$ cat src/rtl/muldiv_pkg.sv
// Shared encodings for the RV32M execute-stage multiply/divide sequencer.
`timescale 1ns/1ps
package muldiv_pkg;

    localparam int XLEN_DEF = 32;

    // Most negative XLEN_DEF-bit value; the signed-overflow dividend.
    localparam logic [XLEN_DEF-1:0] XLEN_MIN_NEG = {1'b1, {(XLEN_DEF-1){1'b0}}};

    // Sequencer states
    localparam logic [1:0] ST_IDLE = 2'd0;
    localparam logic [1:0] ST_CALC = 2'd1;
    localparam logic [1:0] ST_FIX  = 2'd2;
    localparam logic [1:0] ST_DONE = 2'd3;

    // mult_func encodings (shared with main_decoder)
    localparam logic [1:0] MF_MUL    = 2'b00;
    localparam logic [1:0] MF_MULH   = 2'b01;
    localparam logic [1:0] MF_MULHU  = 2'b10;
    localparam logic [1:0] MF_MULHSU = 2'b11;

    // div_func encodings (shared with main_decoder)
    localparam logic [1:0] DF_DIV  = 2'b00;
    localparam logic [1:0] DF_DIVU = 2'b01;
    localparam logic [1:0] DF_REM  = 2'b10;
    localparam logic [1:0] DF_REMU = 2'b11;

    // Per-operation context captured at launch.
    // For multiply neg_lo == neg_hi (whole product negated);
    // for divide neg_lo is the quotient sign, neg_hi the remainder sign.
    typedef struct packed {
        logic       is_div;
        logic [1:0] func;
        logic       neg_lo;
        logic       neg_hi;
    } op_ctx_t;

endpackage

$ cat src/rtl/muldiv_iter_unit.sv
// Radix-2 iterative datapath: unsigned shift-add multiply and restoring
// divide share one 2*XLEN accumulator. Sign correction is applied in the
// FIX cycle; the outputs show the corrected value during that cycle so the
// sequencer can capture the result on the same edge.
`timescale 1ns/1ps
module muldiv_iter_unit
    import muldiv_pkg::*;
#(
    parameter int XLEN = 32
) (
    input  logic              clk,
    input  logic              rst_n,
    input  logic              load,
    input  logic              step,
    input  logic              fix,
    input  logic              is_div,
    input  logic              neg_lo,
    input  logic              neg_hi,
    input  logic [XLEN-1:0]   op_a,
    input  logic [XLEN-1:0]   op_b,
    output logic [2*XLEN-1:0] product,
    output logic [XLEN-1:0]   quotient,
    output logic [XLEN-1:0]   remainder
);

    // acc: multiply {partial product, multiplier}; divide {remainder, dividend/quotient}
    logic [2*XLEN-1:0] acc;
    logic [XLEN-1:0]   opnd;        // multiplicand or divisor
    logic [2*XLEN-1:0] acc_step;
    logic [2*XLEN-1:0] acc_fixed;
    logic [XLEN:0]     add_sum;
    logic [XLEN:0]     shifted;
    logic [XLEN:0]     diff;
    logic [XLEN-1:0]   lo_val;
    logic [XLEN-1:0]   hi_val;

    // One iteration: add-then-shift-right for multiply, shift-subtract for divide
    always_comb begin
        add_sum = {1'b0, acc[2*XLEN-1:XLEN]} + (acc[0] ? {1'b0, opnd} : {(XLEN+1){1'b0}});
        shifted = {acc[2*XLEN-1:XLEN], acc[XLEN-1]};
        diff    = shifted - {1'b0, opnd};
        if (is_div) begin
            // diff[XLEN] set means the trial subtraction went negative: restore
            if (diff[XLEN])
                acc_step = {shifted[XLEN-1:0], acc[XLEN-2:0], 1'b0};
            else
                acc_step = {diff[XLEN-1:0], acc[XLEN-2:0], 1'b1};
        end else begin
            acc_step = {add_sum, acc[XLEN-1:1]};
        end
    end

    // Sign correction: whole product for multiply, halves separately for divide
    always_comb begin
        lo_val = neg_lo ? (~acc[XLEN-1:0] + 1'b1) : acc[XLEN-1:0];
        hi_val = neg_hi ? (~acc[2*XLEN-1:XLEN] + 1'b1) : acc[2*XLEN-1:XLEN];
        if (is_div)
            acc_fixed = {hi_val, lo_val};
        else
            acc_fixed = neg_lo ? (~acc + 1'b1) : acc;
    end

    // Accumulator/operand registers: load has priority over step over fix
    always_ff @(posedge clk or negedge rst_n) begin
        if (!rst_n) begin
            acc  <= '0;
            opnd <= '0;
        end else if (load) begin
            acc  <= {{XLEN{1'b0}}, op_a};
            opnd <= op_b;
        end else if (step) begin
            acc  <= acc_step;
        end else if (fix) begin
            acc  <= acc_fixed;
        end
    end

    assign product   = fix ? acc_fixed : acc;
    assign quotient  = product[XLEN-1:0];
    assign remainder = product[2*XLEN-1:XLEN];

endmodule

$ cat src/rtl/muldiv_sequencer.sv
// EX-stage RV32M controller: launches multiply/divide ops, sequences the
// iterative datapath, short-circuits divide-by-zero and signed overflow,
// and stalls the pipeline until the registered result is ready.
`timescale 1ns/1ps
module muldiv_sequencer
    import muldiv_pkg::*;
#(
    parameter int XLEN  = XLEN_DEF,
    parameter int CNT_W = 6
) (
    input  logic            clk,
    input  logic            rst_n,
    input  logic            start_mult_E,
    input  logic            start_div_E,
    input  logic [1:0]      mult_func_E,
    input  logic [1:0]      div_func_E,
    input  logic [XLEN-1:0] srcA_E,
    input  logic [XLEN-1:0] srcB_E,
    input  logic            flush_E,
    output logic            muldiv_stall,
    output logic            muldiv_valid,
    output logic [XLEN-1:0] muldiv_result
);

    localparam logic [XLEN-1:0]  MIN_NEG  = {1'b1, {(XLEN-1){1'b0}}};
    localparam logic [CNT_W-1:0] CNT_LAST = CNT_W'(XLEN-1);

    logic [1:0]        state, state_nxt;
    logic [CNT_W-1:0]  cnt;
    op_ctx_t           ctx, ctx_in;

    logic              launch;
    logic              a_sgn_en, b_sgn_en;
    logic              sa, sb;
    logic [XLEN-1:0]   a_mag, b_mag;
    logic              div_zero, div_ovf, special, is_rem_in;
    logic [XLEN-1:0]   special_res;
    logic [XLEN-1:0]   fixed_res;

    logic [2*XLEN-1:0] product;
    logic [XLEN-1:0]   quotient, remainder;

    // Launch is also held off during reset so stall reads 0 while rst_n is low.
    assign launch = (state == ST_IDLE) & (start_mult_E | start_div_E) & ~flush_E & rst_n;

    // Decode signedness, magnitudes, special cases and captured context
    always_comb begin
        if (start_mult_E) begin
            a_sgn_en = (mult_func_E == MF_MULH) || (mult_func_E == MF_MULHSU);
            b_sgn_en = (mult_func_E == MF_MULH);
        end else begin
            a_sgn_en = (div_func_E == DF_DIV) || (div_func_E == DF_REM);
            b_sgn_en = a_sgn_en;
        end
        sa    = a_sgn_en & srcA_E[XLEN-1];
        sb    = b_sgn_en & srcB_E[XLEN-1];
        a_mag = sa ? (~srcA_E + 1'b1) : srcA_E;
        b_mag = sb ? (~srcB_E + 1'b1) : srcB_E;

        // multiply wins if both strobes are high
        ctx_in.is_div = ~start_mult_E;
        ctx_in.func   = start_mult_E ? mult_func_E : div_func_E;
        ctx_in.neg_lo = sa ^ sb;
        ctx_in.neg_hi = start_mult_E ? (sa ^ sb) : sa;

        is_rem_in = (div_func_E == DF_REM) || (div_func_E == DF_REMU);
        div_zero  = ~start_mult_E & (srcB_E == '0);
        div_ovf   = ~start_mult_E & a_sgn_en & (srcA_E == MIN_NEG) & (&srcB_E);
        special   = div_zero | div_ovf;

        if (div_zero)
            special_res = is_rem_in ? srcA_E : '1;
        else
            special_res = is_rem_in ? '0 : MIN_NEG;
    end

    // Pick the architectural result out of the sign-corrected datapath
    always_comb begin
        if (ctx.is_div)
            fixed_res = ((ctx.func == DF_REM) || (ctx.func == DF_REMU)) ? remainder : quotient;
        else
            fixed_res = (ctx.func == MF_MUL) ? product[XLEN-1:0] : product[2*XLEN-1:XLEN];
    end

    // Next-state logic; flush aborts CALC/FIX, DONE always retires to IDLE
    always_comb begin
        state_nxt = state;
        case (state)
            ST_IDLE: if (launch) state_nxt = special ? ST_DONE : ST_CALC;
            ST_CALC: if (flush_E) state_nxt = ST_IDLE;
                     else if (cnt == CNT_LAST) state_nxt = ST_FIX;
            ST_FIX:  state_nxt = flush_E ? ST_IDLE : ST_DONE;
            default: state_nxt = ST_IDLE;
        endcase
    end

    // State, iteration counter, op context and result register
    always_ff @(posedge clk or negedge rst_n) begin
        if (!rst_n) begin
            state         <= ST_IDLE;
            cnt           <= '0;
            ctx           <= '0;
            muldiv_result <= '0;
        end else begin
            state <= state_nxt;
            if (launch) begin
                cnt <= '0;
                ctx <= ctx_in;
                if (special) muldiv_result <= special_res;
            end else if (state == ST_CALC) begin
                cnt <= (flush_E || cnt == CNT_LAST) ? '0 : cnt + 1'b1;
            end else if (state == ST_FIX && !flush_E) begin
                muldiv_result <= fixed_res;
            end
        end
    end

    assign muldiv_stall = launch | (state == ST_CALC) | (state == ST_FIX);
    assign muldiv_valid = (state == ST_DONE) & ~flush_E;

    muldiv_iter_unit #(.XLEN(XLEN)) u_iter (
        .clk       (clk),
        .rst_n     (rst_n),
        .load      (launch),
        .step      (state == ST_CALC),
        .fix       (state == ST_FIX),
        .is_div    (ctx.is_div),
        .neg_lo    (ctx.neg_lo),
        .neg_hi    (ctx.neg_hi),
        .op_a      (a_mag),
        .op_b      (b_mag),
        .product   (product),
        .quotient  (quotient),
        .remainder (remainder)
    );

endmodule

$ cat config.mk
export PLATFORM = sky130hd
export DESIGN_NAME = muldiv_sequencer
export DESIGN_NICKNAME = d
export VERILOG_FILES = /design/src/rtl/muldiv_pkg.sv /design/src/rtl/muldiv_iter_unit.sv /design/src/rtl/muldiv_sequencer.sv
export SDC_FILE = /design/constraint.sdc
export NUM_CORES = 1
export LEC_CHECK = 0
export BUFFER_PORTS_ARGS = -buffer_cell sky130_fd_sc_hd__clkbuf_2
export CAP_MARGIN = 20
export CORE_ASPECT_RATIO = 0.9
export CORE_MARGIN = 1
export CORE_UTILIZATION = 55
export CTS_CLUSTER_DIAMETER = 150
export DETAILED_ROUTE_END_ITERATION = 10
export PLACE_DENSITY = 0.73
export REMOVE_ABC_BUFFERS = 1
export SETUP_SLACK_MARGIN = 0.1
export SYNTH_ARGS = -nofsm -noshare
export SYNTH_HDL_FRONTEND = slang
export SYNTH_SLANG_ARGS = --single-unit
$ cat constraint.sdc
create_clock -name clk -period 4.2 [get_ports clk]
set_input_delay 0.63 -clock clk [delete_from_list [all_inputs] [get_ports clk]]
set_output_delay 0.63 -clock clk [all_outputs]
set_load 0.02 [all_outputs]
==> flow_metrics.tcl, run 1 <==
set metrics [dict create \
    status "finished, final reports clean" \
    synth_enable_flop_cells 0 \
    yosysTopAreaCellShare_pct 25.86 \
    max_slew.worst_pin.slew_ns 1.100 \
    die-height_um 151.4 \
    clock_tree_from_tritoncts "built" \
    globalRouteMet1Util_pct 50.80 \
    clock_slew_seen_by_the_registers_of_the_worst_setup_and_hold_paths_ns 0.06 \
    worst_r2r_startpoint "u_iter.acc[31]$_DFF_PN0_" \
    ff2ff_setup_slack_ns 0.26 \
    post-place-ws_ns 0.1437 \
    clk_root_buffer_cell "clkbuf_16" \
    grt_pass1_wl_um 72300 \
    required_time_of_the_critical_path_ns 4.51 \
    setup_slack_ns 0.2604 \
    die_area_mm2 0.02544 \
    synth_warnings 0 \
    placement_rows 54 \
    ir_drop_mv 0.5719 \
    drt-initial-drc-count 1743 \
    grt_start_max_net_pins 73 \
    diodes 0 \
    synth_async_sr_flop_share_pct 100.0 \
    cts_max_level 4 \
    synthTopCellsByArea "dfrtp_1 26%, xnor2_1 6.9%, ha_1 6.4%" \
    critPathMostFrequentCell "buf_4" \
    clock_sink_count 141 \
    yosysTopAreaCell "dfrtp_1" \
    global_route.usage.met3_pct 7.473 \
    max_slew_margin_pct 26.37 \
    drt.antenna.violating_nets 0 \
    buffer_ports.inserted 106 \
    core_area_mm2 0.02432 \
    timing.clock.skew_ns 0.008258 \
    min_period_over_period_pct 93.80 \
    synthMostInstantiatedCell "nor2_1" \
    endpoint_kind "flop" \
    routedWlPerCell_um 21.39 \
    timing.critical_path.cells "inv_1 > ha_1 > fa_1 > nand2b_1 > a21oi_1 > o2111ai_1 > nand3_1 > a31oi_1 > o21ai_0 > buf_4 > xor2_4 > buf_12 > buf_4 > mux2_2 > o211ai_1 > o31ai_1" \
    worstPathBufferInverterCount 4 \
    synth_cell_types 74 \
    post_drt_via_cell_ratio 6.548 \
    clock_insertion_delay_worst_skew_ns 0.45 \
    grt_antenna_before_repair 0 \
    drc 0 \
    syn_avg_cell_area_um2 7.589 \
    effective_utilization_at_floorplan_pct 56.10 \
    wirelength_um 46870 \
    cap_viol_max_count 0 \
    clockBufferDepth 2 \
    area_delta_synth_final_pct 11.71 \
    globalRoute.totalOverflow 0 \
    grt_setup_unrepaired "no" \
    nets 2015 \
    power-per-cell-area_mw_per_mm2 951.2 \
    drive_above_1_share_pct 11.42 \
    die_x_um 168.0 \
    grt_pass1_vias 13150 \
    synth_cells 1798 \
    grt.met2_usage_pct 56.19 \
    timing.final.crit_period_ns 3.940 \
    final_core_utilization_pct 62.67 \
    synth_top_cells_by_count "212 x nor2_1, 172 x nand2_1, 165 x a21oi_1" \
    whs_ns 0.07974 \
    final-setup-viol-count 0 \
    r2r_cells 16 \
    slowest_delay_ns 0.43 \
    min_path_type "primary input to async pin" \
    worst_path_dominant_cell_family "compound AO/OA/AOI/OAI gates" \
    place_hpwl_um 34910 \
    hold_violations 0 \
    crit_path_category "flop to flop" \
    arrival_ns 4.25 \
    max_clock_freq_mhz 253.8 \
    cp_slowest_cell "dfrtp_1" \
    netlist_area_mm2 0.01365 \
    io_pins 107 \
    gp_routability_congestion 1.004 \
    finalMaxSlewViolations 0 \
    global_routing_usage_summed_across_all_routing_layers_pct 36.73 \
    regToRegEndpoint "u_iter.acc[42]$_DFF_PN0_" \
    register_bit_total_from_synthesis 141 \
    numCtsBuffers 17 \
    postCtsHoldBufs 0 \
    layout_fillers 2241 \
    cp_max_fo 10 \
    global_route.peak_usage_layer "met2" \
    num_vias 14350 \
    ys.flop_type "dfrtp_1" \
    seq_area_frac_synth_pct 25.86 \
    p_leak_nw 6.778 \
    detail_route.first_pass.iterations 6 \
    worstSetupStartpointType "flop" \
]
==> cell families after synthesis <==
group | count (synthesis) | synth area share, %
and+or+nand+nor | 602 | 20.74
adders and majority gates | 72 | 6.712
xor gates and xnor gates | 177 | 11.36
muxes | 55 | 4.080
DFF | 141 | 25.86
AOI/OAI and AO/OA | 572 | 26.23
buffers and inverters | 179 | 5.016
==> worst reg2reg max path, delay by kind of cell (launching register included) <==
kind	cells	cell delay, ns
xor+xnor	1	0.16
fa+ha+maj	2	0.66
simple gates	2	0.41
buf+inv	4	0.61
flops	1	0.43
mux	1	0.34
compound gates	6	1.18
==> placed cells by master (no fill, tap or decap), drive strengths merged, types with 11 or more instances in the layout <==
cell type | Yosys | layout
a21o | 32 | 32
a21oi | 166 | 166
a31oi | 29 | 29
and2 | 15 | 15
buf | 8 | 44
clkbuf | 88 | 127
dfrtp | 141 | 141
ha | 70 | 70
inv | 83 | 83
mux2i | 50 | 50
nand2 | 172 | 172
nand2b | 23 | 23
nand3 | 34 | 34
nand4 | 19 | 19
nor2 | 212 | 212
nor3 | 46 | 46
nor4 | 24 | 24
o211ai | 14 | 14
o21ai | 151 | 151
o221ai | 35 | 35
o22ai | 23 | 23
o31ai | 24 | 24
o41ai | 13 | 13
or3 | 11 | 11
xnor2 | 107 | 107
xor2 | 70 | 70
==> area by class of cell <==
| cell class | count | area (um2) | area share, % |
|---|---|---|---|
| Multi-Input combinational cell | 1478 | 9480 | 62.19 |
| Timing Repair Buffer | 149 | 892.1 | 5.852 |
| Clock inverter | 10 | 160.2 | 1.051 |
| Tap cell | 308 | 385.4 | 2.528 |
| Clock buffer | 22 | 484.2 | 3.177 |
| Sequential cell | 141 | 3530 | 23.16 |
| Inverter | 83 | 311.5 | 2.044 |
==> metal layers <==
metal	up-vias	routed length, um
li1	6640	-
met1	6863	20420
met2	724	20480
met3	119	4354
met4	0	1617
met5	-	0
==> report_power, final <==
part	switching [mW]	leakage (nW)	internal (mW)
Clock	0.660	0.304	1.06
Combinational	5.96	4.72	3.91
Sequential	0.898	1.76	2.02
==> worst max-delay path by stage <==
stage                               from  depth (start not counted)                       end
6_report        u_iter.acc[31]$_DFF_PN0_                         16  u_iter.acc[42]$_DFF_PN0_
5_1_grt        u_iter.acc[0]$_DFFE_PN0P_                         14  u_iter.acc[60]$_DFF_PN0_
4_1_cts         u_iter.acc[31]$_DFF_PN0_                         14  u_iter.acc[62]$_DFF_PN0_
3_5_place_dp    u_iter.acc[31]$_DFF_PN0_                         14  u_iter.acc[62]$_DFF_PN0_
3_3_place_gp    u_iter.acc[31]$_DFF_PN0_                         14  u_iter.acc[62]$_DFF_PN0_
2_1_floorplan                start_div_E                          5  u_iter.acc[60]$_DFF_PN0_
==> registers in the layout, indices dropped and copies added (netlist names) <==
| register | flops |
|---|---|
| state | 2 |
| muldiv_result | 32 |
| ctx | 5 |
| cnt | 6 |
| u_iter.opnd | 32 |
| u_iter.acc | 64 |
==> through the flow <==
stage	instances	total power, mW	TNS (ns)	area [um2]
floorplan	1702	9.416	-232.86	13270
global placement	2154	12.17	0	14510
detailed placement	2154	12.30	0	14510
CTS	2186	14.09	0	15160
global route	2191	15.44	0	15240
finish	2191	14.50	0	15240
==> repair_timing <==
action / 4_1_cts / 5_1_grt
setup buffers: 0 / 4
endpoints found under the setup margin: 0 / 18
resized for setup: 0 / 5
endpoints found under the hold margin: 0 / 0
Power figures use the tool's default switching activity.
==> run 2: changes to the inputs <==
--- a/config.mk
+++ b/config.mk
@@ -7,12 +7,14 @@
 export LEC_CHECK = 0
 export BUFFER_PORTS_ARGS = -buffer_cell sky130_fd_sc_hd__clkbuf_2
 export CAP_MARGIN = 20
+export CELL_PAD_IN_SITES_DETAIL_PLACEMENT = 0
+export CELL_PAD_IN_SITES_GLOBAL_PLACEMENT = 1
 export CORE_ASPECT_RATIO = 0.9
 export CORE_MARGIN = 1
-export CORE_UTILIZATION = 55
+export CORE_UTILIZATION = 46
 export CTS_CLUSTER_DIAMETER = 150
 export DETAILED_ROUTE_END_ITERATION = 10
-export PLACE_DENSITY = 0.73
+export PLACE_DENSITY = 0.81
 export REMOVE_ABC_BUFFERS = 1
 export SETUP_SLACK_MARGIN = 0.1
 export SYNTH_ARGS = -nofsm -noshare
==> run 2 against run 1 <==
Die area increased by 19%. Sequential power rose by 2%. Global-route usage decreased by 4.5 points. Utilization fell by 9.9 points. Wire length rose by 2.5%. Clock skew grew 0.0030 ns. Sequential share of layout area shrank 0.085 points. Flip-flop and latch count unchanged. Critical endpoint is now u_iter.acc[62]$_DFF_PN0_. Largest cell class unchanged.
==> flow_metrics.tcl, run 2 (synthesis gave the netlist of run 1 again) <==
set metrics [dict create \
    timing.clock.skew_ns 0.01128 \
    placement_rows 59 \
    mostFrequentLayoutCell "nor2_1" \
    clk_root_buffer_cell "clkbuf_16" \
    gp_routability_congestion 0.9756 \
    min_period_over_period_pct 94.05 \
    ff_latch_area_mm2 0.003530 \
    final_core_utilization_pct 52.74 \
    finalInstanceArea_mm2 0.01530 \
    max_clock_freq_mhz 253.2 \
    cts_max_level 4 \
    layout_common_cells "211 x nor2_1, 171 x nand2_1, 164 x a21oi_1, 145 x o21ai_0, 140 x dfrtp_1" \
    endpoint_kind "flop" \
    required_time_of_the_critical_path_ns 4.53 \
    post_drt_via_cell_ratio 6.213 \
    top_register "u_iter.acc" \
    grt_start_max_net_pins 93 \
    global_routing_usage_summed_across_all_routing_layers_pct 32.26 \
    max_slew.worst_pin.slew_ns 0.9707 \
    drive_above_1_share_pct 11.10 \
    post-place-ws_ns 0.1798 \
    drc 0 \
    clockBufferDepth 2 \
    timing.critical_path.from "u_iter.acc[0]$_DFFE_PN0P_" \
    timing.setup.tns_ns 0 \
    multi_input_comb_area_mm2 0.009488 \
    setup_slack_ns 0.2500 \
    die_x_um 183.6 \
    nets 2008 \
    layout_fillers 2884 \
    arrival_ns 4.28 \
    power-per-cell-area_mw_per_mm2 937.2 \
    buffer_ports.inserted 106 \
    report.power.total_mw 14.34 \
    min_path_type "primary input to async pin" \
    regToRegEndpoint "u_iter.acc[62]$_DFF_PN0_" \
    largest_register_ff_count 64 \
    worstSetupStartpointType "flop" \
    dpl.cell_count 2238 \
    effective_utilization_at_floorplan_pct 47.03 \
    numCtsBuffers 17 \
    cap_viol_max_count 0 \
    whs_ns 0.08799 \
    layoutNonFillerInstCount 2270 \
    hold_violations 0 \
    crit_path_category "flop to flop" \
    grt_setup_unrepaired "no" \
    globalRouteMet1Util_pct 45.23 \
    global_route.usage.met3_pct 6.601 \
    global_route.peak_usage_layer "met2" \
    grt_pass1_vias 13370 \
    routedWlPerCell_um 21.16 \
    ff2ff_setup_slack_ns 0.25 \
    max_slew_margin_pct 35.29 \
    grt_pass1_wl_um 75500 \
    grt_antenna_before_repair 0 \
    clock_insertion_delay_worst_skew_ns 0.44 \
    status "finished, final reports clean" \
    place_hpwl_um 36010 \
    drt.antenna.violating_nets 0 \
    clock_sink_count 141 \
    finalMaxSlewViolations 0 \
    core_area_mm2 0.02901 \
    clock_slew_seen_by_the_registers_of_the_worst_setup_and_hold_paths_ns 0.07 \
    ir_drop_mv 0.6177 \
    placedInstanceArea_mm2 0.01461 \
    area_delta_synth_final_pct 12.12 \
    drt-initial-drc-count 1374 \
    worst_r2r_startpoint "u_iter.acc[0]$_DFFE_PN0P_" \
    r2r_cells 13 \
    timing.final.crit_period_ns 3.950 \
    clock_tree_from_tritoncts "built" \
    cp_max_fo 7 \
    io_pins 107 \
    num_vias 14100 \
    wirelength_um 48030 \
    die_area_mm2 0.03036 \
    grt.met2_usage_pct 48.98 \
    globalRoute.totalOverflow 0 \
    detail_route.first_pass.iterations 5 \
    p_leak_nw 6.745 \
    diodes 0 \
    die-height_um 165.4 \
    layout_top_registers "u_iter.acc (64), muldiv_result (32), u_iter.opnd (32)" \
    final-setup-viol-count 0 \
]
run 2: cell types whose count changed in the layout (fill, tap and decap cells not counted), moves of 2 or more:
| cell | before | now |
|---|---|---|
| buf_4 | 41 | 33 |
| clkbuf_8 | 4 | 1 |
| clkinv_4 | 0 | 2 |
| clkinvlp_4 | 4 | 2 |
run 2: layer usage:
metal,part of all wire (%),wire length [um],vias to the layer above
li1,-,-,6649
met1,46,22160,6790
met2,44,20900,584
met3,7.7,3705,81
met4,2.6,1267,0
met5,0,0,-
run 2: final cells by class:
class / count / area share [%]
Clock buffer: 19 / 2.895
Clock inverter: 11 / 1.259
Inverter: 83 / 2.036
Multi-Input combinational cell: 1478 / 62.01
Sequential cell: 141 / 23.07
Tap cell: 396 / 3.238
Timing Repair Buffer: 142 / 5.487
run 2: where the power goes:
part	leakage, nW	internal, mW	total [mW]	switching (mW)
combinational	4.68	3.78	9.69	5.90
sequential	1.76	2.02	2.96	0.940
clock	0.305	1.06	1.70	0.634
run 2: what timing repair did:
item                       CTS  global route
gates resized for setup      0             4
setup buffers                0             0
setup endpoints to repair    0             2
hold buffers                 0             0
run 2: how the worst max path moves through the flow:
stage / to / slack [ns] / cells past startpoint
floorplan: u_iter.acc[60]$_DFF_PN0_ / -3.43 / 5
global placement: u_iter.acc[62]$_DFF_PN0_ / 0.16 / 15
detailed placement: u_iter.acc[62]$_DFF_PN0_ / 0.18 / 15
CTS: u_iter.acc[62]$_DFF_PN0_ / 0.16 / 15
global route: u_iter.acc[62]$_DFF_PN0_ / 0.08 / 13
finish: u_iter.acc[62]$_DFF_PN0_ / 0.25 / 13
run 2: critical path, stage by stage (launching register included):
cell and delay (ns):
dfrtp_1 0.40, inv_1 0.19, nor2_1 0.09, ha_1 0.38, and3_1 0.24, a221o_1 0.31, a211oi_1 0.29, buf_4 0.19
o21ai_1 0.13, a2111oi_1 0.68, nor4b_2 0.17, a221oi_1 0.36, xnor2_1 0.10, a211o_1 0.29
